<file path="config.mk">
export PLATFORM = sky130hd
export DESIGN_NAME = btn_step_gen
export DESIGN_NICKNAME = d
export VERILOG_FILES = /design/src/rtl/btn_step_gen.sv
export SDC_FILE = /design/constraint.sdc
export NUM_CORES = 1
export LEC_CHECK = 0
export ABC_AREA = 0
export ABC_CLOCK_PERIOD_IN_PS = 1800
export CELL_PAD_IN_SITES_DETAIL_PLACEMENT = 0
export CELL_PAD_IN_SITES_GLOBAL_PLACEMENT = 1
export CORE_MARGIN = 5
export CORE_UTILIZATION = 44
export CTS_BUF_LIST = sky130_fd_sc_hd__clkbuf_8
export DETAILED_ROUTE_END_ITERATION = 7
export PLACE_DENSITY = 0.84
export RECOVER_POWER = 50
export SYNTH_ARGS = -nofsm -noshare
export SYNTH_HDL_FRONTEND = slang
export SYNTH_SLANG_ARGS = --single-unit
</file>
<file path="constraint.sdc">
create_clock -name clk -period 1.8 [get_ports clk]
set_input_delay 0.54 -clock clk [delete_from_list [all_inputs] [get_ports clk]]
set_output_delay 0.54 -clock clk [all_outputs]
set_load 0.01 [all_outputs]
</file>
<file path="src/rtl/btn_step_gen.sv">
// btn_step_gen: synchronise, debounce and edge-detect a raw push-button into a one-cycle step pulse.
// Optional auto-repeat while held is enabled by defining BTN_AUTOREPEAT_EN.
module btn_step_gen #(
    parameter int DEBOUNCE_CYCLES = 1_000_000,
    parameter int REPEAT_DELAY    = 50_000_000,
    parameter int REPEAT_PERIOD   = 10_000_000
) (
    input  logic clk,
    input  logic rst_n,
    input  logic btn_raw,
    output logic step,
    output logic level
);
    localparam int CW = $clog2(DEBOUNCE_CYCLES);
    localparam logic [CW-1:0] CNT_MAX = CW'(DEBOUNCE_CYCLES - 1);

    typedef enum logic [1:0] {IDLE, PRESS_WAIT, HELD, RELEASE_WAIT} state_t;

    logic          r_s1;
    logic          r_s2;
    state_t        r_state;
    state_t        w_next;
    logic [CW-1:0] r_cnt;
    logic [CW-1:0] w_cnt_nxt;
    logic          r_step;
    logic          w_step_nxt;
    logic          r_level;
    logic          w_level_nxt;
    logic          w_rep_hit;

`ifdef BTN_AUTOREPEAT_EN
    localparam int RMAX = (REPEAT_DELAY > REPEAT_PERIOD) ? REPEAT_DELAY : REPEAT_PERIOD;
    localparam int RW   = $clog2(RMAX) + 1;
    localparam logic [RW-1:0] DLY_MAX = RW'(REPEAT_DELAY - 1);
    localparam logic [RW-1:0] PER_MAX = RW'(REPEAT_PERIOD - 1);

    logic [RW-1:0] r_rcnt;
    logic          r_rep;

    assign w_rep_hit = (r_state == HELD) && r_s2 && (r_rcnt == (r_rep ? PER_MAX : DLY_MAX));

    // Repeat timing pauses in RELEASE_WAIT so a release glitch does not restart the delay
    always_ff @(posedge clk or negedge rst_n) begin
        if (!rst_n) begin
            r_rcnt <= '0;
            r_rep  <= 1'b0;
        end else if (r_state == HELD && r_s2) begin
            r_rcnt <= w_rep_hit ? '0 : r_rcnt + 1'b1;
            r_rep  <= r_rep | w_rep_hit;
        end else if (r_state == IDLE || r_state == PRESS_WAIT) begin
            r_rcnt <= '0;
            r_rep  <= 1'b0;
        end
    end
`else
    logic w_unused;
    assign w_unused  = ^{REPEAT_DELAY, REPEAT_PERIOD};
    assign w_rep_hit = 1'b0;
`endif

    always_ff @(posedge clk or negedge rst_n) begin
        if (!rst_n) begin
            r_s1    <= 1'b0;
            r_s2    <= 1'b0;
            r_state <= IDLE;
            r_cnt   <= '0;
            r_step  <= 1'b0;
            r_level <= 1'b0;
        end else begin
            r_s1    <= btn_raw;
            r_s2    <= r_s1;
            r_state <= w_next;
            r_cnt   <= w_cnt_nxt;
            r_step  <= w_step_nxt;
            r_level <= w_level_nxt;
        end
    end

    always_comb begin
        w_next      = r_state;
        w_cnt_nxt   = r_cnt;
        w_step_nxt  = 1'b0;
        w_level_nxt = r_level;
        unique case (r_state)
            IDLE: begin
                w_next    = r_s2 ? PRESS_WAIT : IDLE;
                w_cnt_nxt = '0;
            end
            PRESS_WAIT: begin
                if (!r_s2) begin
                    w_next    = IDLE;
                    w_cnt_nxt = '0;
                end else if (r_cnt == CNT_MAX) begin
                    w_next      = HELD;
                    w_cnt_nxt   = '0;
                    w_step_nxt  = 1'b1;
                    w_level_nxt = 1'b1;
                end else begin
                    w_cnt_nxt = r_cnt + 1'b1;
                end
            end
            HELD: begin
                w_next     = r_s2 ? HELD : RELEASE_WAIT;
                w_cnt_nxt  = '0;
                w_step_nxt = w_rep_hit;
            end
            RELEASE_WAIT: begin
                if (r_s2) begin
                    w_next    = HELD;
                    w_cnt_nxt = '0;
                end else if (r_cnt == CNT_MAX) begin
                    w_next      = IDLE;
                    w_cnt_nxt   = '0;
                    w_level_nxt = 1'b0;
                end else begin
                    w_cnt_nxt = r_cnt + 1'b1;
                end
            end
            default: begin
                w_next    = IDLE;
                w_cnt_nxt = '0;
            end
        endcase
    end

    assign step  = r_step;
    assign level = r_level;
endmodule

</file>
==> results.toml, run 1 <==
[run_status]
outcome = "finished, final reports clean"

[floorplanning]
fp.coreArea_um2 = 2760
num_io_pins = 5
die_h_um = 63.6
die_area_um2 = 4040
die_x_um = 63.6
num_rows = 19
start_util = 0.458

[global_routing]
grt.total_usage = 0.138
gr-total-overflow = 0
grt_pass1_vias = 949
grt_max_degree = 27
antenna_found_initial = 0
grt_pass1_wl_um = 4490

[timing]
fin_crit_sh = 0.981
fin_skew_ns = 0.00694
rsz0062_at_grt = "true"
slew_violations = 0
finalCriticalPeriod_ns = 1.76
finalSetupViolCount = 0
fin_ws_ns = 0.0350
max-slew-margin-rel = 0.571
hold_viol_final = 0
worst_pin_slew_ns = 0.643
fmax_ghz = 0.567

[setup_path]
crit_chain = "nand3_1, or4_4, or3_2, a21oi_2"
crit_arrival_ns = 1.97
worst_path_max_delay_cell = "or4_4"
path_class = "flip-flop to flip-flop"
path_max_fanout = 6
cp-end-kind = "flip-flop"
max_stage_delay_ns = 0.53
worstPathRequired_ns = 2.00
start_kind = "flip-flop"

[route]
vias_per_cell = 5.59
avgRoutedWirePerCell_um = 14.9
dr.pass1.iters = 4
drtIter0Drc = 53
num_vias = 1001
postRouteAntennaNets = 0
drc = 0
wl_um = 2670

[cts]
clockBufferDepth = 2
clk_latency_ns = 0.27
cts_hold_buf = 0
cts_buffers = 3
cts_root_buffer = "clkbuf_8"
clkSlewWorstSetupHoldPaths_ns = 0.09
cts_max_level = 1
cts_tree = "built"
cts_sinks = 26

[synth]
synth.avg_cell_area_um2 = 10.1
syn-num-nets = 129
synth_area_um2 = 1260
yosys-top-cells-area = "dfrtp_1, xor2_1, nor2_1"
yosys.area.top_type_share = 0.515
yosysTopAreaCell = "dfrtp_1"
synth_cell_type_count = 37
ys_warn_count = 0
synth_seq_cells = 26
syn_inst = 125
ys_seq_area_frac = 0.515

[layout]
syn_to_final_growth_pct = 21.1
insertedDiodeCount = 0
drive_gt1_frac = 0.236
fin_area_um2 = 1530
nets = 153
mostFrequentLayoutCell = "dfrtp_1"
fillers = 242
final_cell_mix = "dfrtp_1, buf_4, nor2_1, nand3_1, xor2_1"

[hold_path]
hp-class = "flip-flop to flip-flop"

[flow_run]
maxCapViolations = 0

[placed_design]
place_ws_ns = 0.0571
place_hpwl_um = 1760
gp_congestion = 0.867
portBuffers = 4
dpl_cell_area_um2 = 1410

[pwr]
ir_worst_vdd_mv = 0.677
total_power_mw = 1.01
comb_power_share = 0.037
seqPwrFrac = 0.589
p_per_area_nw_per_um2 = 658
p_clk_frac = 0.374
p_sw_frac = 0.208
switchingPower_mw = 0.210
p_leak_nw = 0.621
p_int_mw = 0.798
[critical path: cells and delay by family (launching register included)]
family	cells	cell delay, ns
AO/OA/AOI/OAI	1	0.16
flip-flops	1	0.43
AND/OR/NAND/NOR	3	1.12
[layout make-up]
type                            instances  area [um2]  area share
Inverter                                5        18.8      0.0123
Tap cell                               31        38.8      0.0253
Clock buffer                            4        55.1      0.0360
Timing Repair Buffer                   23         180       0.118
Multi-Input combinational cell         90         586       0.383
Sequential cell                        26         652       0.426
[metrics by stage]
step | util | hold WS [ns] | TNS [ns] | std cells
floorplan | - | 0.244 | 0 | 125
global placement | 0.512 | 0.333 | 0 | 169
detailed placement | 0.512 | 0.338 | 0 | 169
CTS | 0.532 | 0.374 | 0 | 173
global route | 0.555 | 0.386 | -0.0594 | 179
finish | 0.555 | 0.374 | 0 | 179
[power by group through the flow]
stage | logic, mW | registers (mW) | clock network (mW)
global placement | 0.0383 | 0.604 | 0
finish | 0.0371 | 0.593 | 0.377
CTS | 0.0395 | 0.593 | 0.389
detailed placement | 0.0394 | 0.605 | 0
global route | 0.0428 | 0.594 | 0.421
floorplan | 0.0143 | 0.605 | 0
[kinds of logic (layout without fill, tap and decap cells)]
family                   after synthesis  in the layout  share of synthesized area
adder cells (fa/ha/maj)                1              1                    0.00990
buffers and inverters                  9             32                     0.0366
multiplexers                           1              1                    0.00891
flip-flops                            26             26                      0.515
XOR/XNOR                              12             12                     0.0832
AND/OR/NAND/NOR                       59             59                      0.260
AO/OA/AOI/OAI                         17             17                     0.0861
[what timing repair did]
item / in CTS / in global routing
hold endpoints to repair: 0 / 0
buffers inserted: 0 / 6
resized for setup: 0 / 6
endpoints found under the setup margin: 0 / 5
[layer usage]
layer	GRT usage	up-vias	share of wire
met5	0	-	0
met3	0.0409	4	0.023
li1	-	498	-
met2	0.201	12	0.48
met1	0.191	487	0.48
met4	0.0571	0	0.014
[path summary, 6_finish.rpt]
check	start	cells after the start	slack, ns	to
worst min register to register	r_s1	0	0.37	r_s2
worst min-delay path	r_s1	0	0.37	r_s2
min in group asynchronous	rst_n	2	0.81	r_cnt[12]
worst max-delay path	r_cnt[14]	4	0.04	r_cnt[17]
worst max register to register	r_cnt[14]	4	0.04	r_cnt[17]
max in group asynchronous	rst_n	2	0.53	r_cnt[15]
[synth_stat cells (all sizes together)]
| cell type | instances |
|---|---|
| dfrtp | 26 |
| nor2 | 14 |
| nand3 | 10 |
| xor2 | 8 |
| a21oi | 7 |
| nand2 | 7 |
| inv | 5 |
| nand4 | 5 |
| or4 | 5 |
| o31ai | 4 |
| xnor2 | 4 |
| buf | 3 |
| nor3 | 3 |
| and2 | 2 |
| and3 | 2 |
| nor4 | 2 |
| o21ai | 2 |
| or3 | 2 |
| a21o | 1 |
| a2bb2oi | 1 |
| a41oi | 1 |
| and4 | 1 |
| clkbuf | 1 |
| ha | 1 |
| mux2 | 1 |
| nand4b | 1 |
| nand4bb | 1 |
| nor3b | 1 |
| nor4b | 1 |
| o41ai | 1 |
| or2 | 1 |
| or3b | 1 |
[registers in the layout, summed over array words and instances, names as in the netlist, named ones only]
| name | cells |
|---|---|
| r_s1 | 1 |
| level | 1 |
| r_state | 1 |
| step | 1 |
| r_cnt | 20 |
| r_s2 | 1 |
(Power assumes the default switching activity.)
==> inputs of run 2 (changes only) <==
- CORE_MARGIN: 5 -> 10
- RECOVER_POWER: 50 -> not set
==> results.toml, run 2 (same netlist as run 1, synthesis figures left out) <==
[route]
drtIter0Drc = 57
drc = 0
num_vias = 994
avgRoutedWirePerCell_um = 14.6
vias_per_cell = 5.58
dr.pass1.iters = 4
wl_um = 2600
postRouteAntennaNets = 0

[global_routing]
grt_pass1_wl_um = 4450
grt_max_degree = 27
antenna_found_initial = 0
grt.total_usage = 0.102
gr-total-overflow = 0
grt_pass1_vias = 977

[placed_design]
place_hpwl_um = 1790
portBuffers = 4
dp.cells = 168
gp_congestion = 0.824

[timing]
hold_slack_ns = 0.357
fmax_ghz = 0.566
fin_crit_sh = 0.981
hold_viol_final = 0
rsz0062_at_grt = "true"
finalCriticalPeriod_ns = 1.77
fin_tns_setup_ns = 0
finalSetupViolCount = 0
slew_violations = 0
fin_skew_ns = 0.00422
max-slew-margin-rel = 0.780
worst_pin_slew_ns = 0.330

[hold_path]
hp-class = "flip-flop to flip-flop"
min_from = "r_s1"
hold_path_end = "r_s2"
hold_depth = 0

[layout]
largest_reg_flops = 20
nets = 152
mostFrequentLayoutCell = "dfrtp_1"
regMostFlops = "r_cnt"
final_cell_mix = "dfrtp_1, buf_4, nor2_1, nand3_1, xor2_1"
insertedDiodeCount = 0
drive_gt1_frac = 0.224
fillers = 241
stdcell_count = 178
syn_to_final_growth_pct = 22.2

[setup_path]
cp-end-kind = "flip-flop"
reg2reg_to = "r_cnt[18]"
path_max_fanout = 6
r2r_start = "r_cnt[13]"
path_class = "flip-flop to flip-flop"
start_kind = "flip-flop"
crit_arrival_ns = 1.98
reg2reg_slack_ns = 0.03
worstPathRequired_ns = 2.01
ff2ff_path_depth = 4

[cts]
clkSlewWorstSetupHoldPaths_ns = 0.09
cts_tree = "built"
cts_hold_buf = 0
cts_sinks = 26
clk_latency_ns = 0.27
cts_max_level = 1
cts_buffers = 3
clockBufferDepth = 2
cts_root_buffer = "clkbuf_8"

[flow_run]
maxCapViolations = 0

[pwr]
p_leak_nw = 0.617
ir_worst_vdd_mv = 0.554
p_per_area_nw_per_um2 = 658

[floorplanning]
die_h_um = 73.6
num_rows = 19
num_io_pins = 5
fp.coreArea_um2 = 2760
start_util = 0.458
die_area_um2 = 5420
die_x_um = 73.6

[run_status]
outcome = "finished, final reports clean"
==> run 2: where the power goes <==
| part | internal (mW) | switching, mW | leakage, nW |
|---|---|---|---|
| combinational | 0.0155 | 0.0230 | 0.234 |
| clock | 0.196 | 0.188 | 0.0288 |
| sequential | 0.589 | 0.00457 | 0.354 |
==> run 2: worst max-delay path by stage <==
| stage | start | endpoint | cells past startpoint |
|---|---|---|---|
| after floorplan | r_cnt[0] | r_cnt[10] | 6 |
| after global placement | r_cnt[10] | r_cnt[19] | 4 |
| after CTS | r_cnt[13] | r_cnt[18] | 4 |
| after global routing | r_cnt[10] | r_cnt[12] | 7 |
| after detailed placement | r_cnt[10] | r_cnt[18] | 4 |
| final | r_cnt[13] | r_cnt[18] | 4 |
==> run 2: area by class of cell <==
class / count / area, um2 / share of cell area
Clock buffer: 4 / 55.1 / 0.0357
Sequential cell: 26 / 652 / 0.422
Inverter: 5 / 18.8 / 0.0122
Multi-Input combinational cell: 90 / 592 / 0.383
Timing Repair Buffer: 22 / 188 / 0.122
Tap cell: 31 / 38.8 / 0.0251
==> run 2: what timing repair did <==
action	4_1_cts	5_1_grt
endpoints found under the setup margin	0	22
setup buffers	0	6
resized for setup	0	6
==> run 2: metrics by stage <==
step                      power (mW)   util  setup WS, ns  cell area, um2
after floorplan                0.619      -       0.00770            1260
after global placement         0.644  0.514        0.0820            1420
after detailed placement       0.644  0.514        0.0326            1420
after CTS                       1.03  0.534        0.0119            1470
after global routing            1.05  0.560       -0.0337            1540
final                           1.02  0.560        0.0342            1540
==> run 2: layer usage <==
metal	share of wire	vias to the layer above	GRT usage
li1	-	492	-
met1	0.48	488	0.132
met2	0.47	12	0.161
met3	0.038	2	0.0336
met4	0.0038	0	0.0207
met5	0	-	0
==> run 2: worst max-delay path, stage by stage (launching register included) <==
cell and delay, ns:
dfrtp_1 0.40, nand2_1 0.11, or4_4 0.53, or4_1 0.51, a21oi_2 0.15
==> inputs of run 3 (changes only) <==
- SETUP_SLACK_MARGIN: not set -> 0.02
==> results.toml, run 3 (same netlist as run 1, synthesis figures left out) <==
[timing]
hold_slack_ns = 0.359
finalSetupViolCount = 0
rsz0062_at_grt = "true"
slew_violations = 0
max-slew-margin-rel = 0.793
fin_crit_sh = 0.969
fin_tns_setup_ns = 0
finalCriticalPeriod_ns = 1.74
fmax_ghz = 0.574
hold_viol_final = 0
fin_ws_ns = 0.0565
worst_pin_slew_ns = 0.307
fin_skew_ns = 0.00998

[layout]
drive_gt1_frac = 0.208
fillers = 250
multi_input_area_um2 = 604
regArea_um2 = 651
largest_reg_flops = 20
syn_to_final_growth_pct = 22.1
fin_area_um2 = 1540
insertedDiodeCount = 0
nets = 149
mostFrequentLayoutCell = "dfrtp_1"
regMostFlops = "r_cnt"
fin_util = 0.559
final_cell_mix = "dfrtp_1, nor2_1, buf_4, nand3_1, xor2_1"

[cts]
clockBufferDepth = 2
cts_tree = "built"
cts_root_buffer = "clkbuf_8"
clkSlewWorstSetupHoldPaths_ns = 0.10
cts_sinks = 26
cts_max_level = 1
cts_hold_buf = 0
cts_buffers = 3
clk_latency_ns = 0.28

[route]
postRouteAntennaNets = 0
dr.pass1.iters = 4
avgRoutedWirePerCell_um = 14.4
drtIter0Drc = 68
drc = 0
num_vias = 997
wl_um = 2520
vias_per_cell = 5.70

[global_routing]
grt_max_degree = 27
grt.total_usage = 0.108
use_met2 = 0.174
grt.busiest_layer = "met2"
gr-total-overflow = 0
antenna_found_initial = 0
grt_pass1_wl_um = 4650
gr-usage-met3 = 0.0296
use_met1 = 0.133
grt_pass1_vias = 1005

[pwr]
p_per_area_nw_per_um2 = 724
ir_worst_vdd_mv = 0.727
p_leak_nw = 0.639

[placed_design]
gp_congestion = 0.754
portBuffers = 4
place_hpwl_um = 1780
dpl_cell_area_um2 = 1410
place_ws_ns = 0.0299

[floorplanning]
num_io_pins = 5
start_util = 0.458
die_x_um = 73.6
fp.coreArea_um2 = 2760
die_area_um2 = 5420
num_rows = 19
die_h_um = 73.6

[flow_run]
maxCapViolations = 0

[setup_path]
path_class = "flip-flop to flip-flop"
cp-end-kind = "flip-flop"
worstPathRequired_ns = 2.01
crit_arrival_ns = 1.96
path_max_fanout = 6
start_kind = "flip-flop"

[hold_path]
hp-class = "flip-flop to flip-flop"

[run_status]
outcome = "finished, final reports clean"
## run 3: layout make-up
cell class / instances / area share
Tap cell: 31 / 0.0251
Timing Repair Buffer: 19 / 0.103
Clock buffer: 3 / 0.0268
Clock inverter: 1 / 0.0195
Multi-Input combinational cell: 90 / 0.392
Sequential cell: 26 / 0.422
Inverter: 5 / 0.0122
## run 3: layer usage
| metal | part of all wire | routed length (um) |
|---|---|---|
| met5 | 0 | 0 |
| met4 | 0.014 | 34 |
| met3 | 0.039 | 99 |
| met2 | 0.49 | 1230 |
| met1 | 0.46 | 1150 |
## run 3: timing repair
| item | 4_1_cts | 5_1_grt |
|---|---|---|
| buffers inserted | 1 | 2 |
| hold endpoints to repair | 0 | 0 |
| gates resized for setup | 0 | 8 |
| pin swaps | 0 | 2 |
| setup endpoints to repair | 1 | 24 |
## run 3: report_power, final
group          total (mW)  internal, mW  switching (mW)
combinational      0.0375        0.0147          0.0227
clock               0.486         0.298           0.189
sequential          0.594         0.589         0.00460
total                1.12         0.902           0.216
## run 3: critical path, cell delays in order, from the launching register on
cell and delay, ns:
dfrtp_1 0.41, nand2_1 0.07, or4_4 0.55, or4_1 0.51, a21oi_2 0.15
## run 3: through the flow
step                std cells  power (mW)
floorplan                 125       0.619
global placement          168       0.642
detailed placement        168       0.643
CTS                       173        1.13
global route              175        1.17
finish                    175        1.12
## run 3: worst paths after layout
path	from	end	slack, ns	cells after the start
setup / recovery	r_cnt[10]	r_cnt[18]	0.06	4
hold / removal	r_s1	r_s2	0.36	0
setup reg to reg	r_cnt[10]	r_cnt[18]	0.06	4
hold reg to reg	r_s1	r_s2	0.36	0
max in group asynchronous	rst_n	r_cnt[0]	0.94	2
min in group asynchronous	rst_n	r_cnt[17]	0.61	2
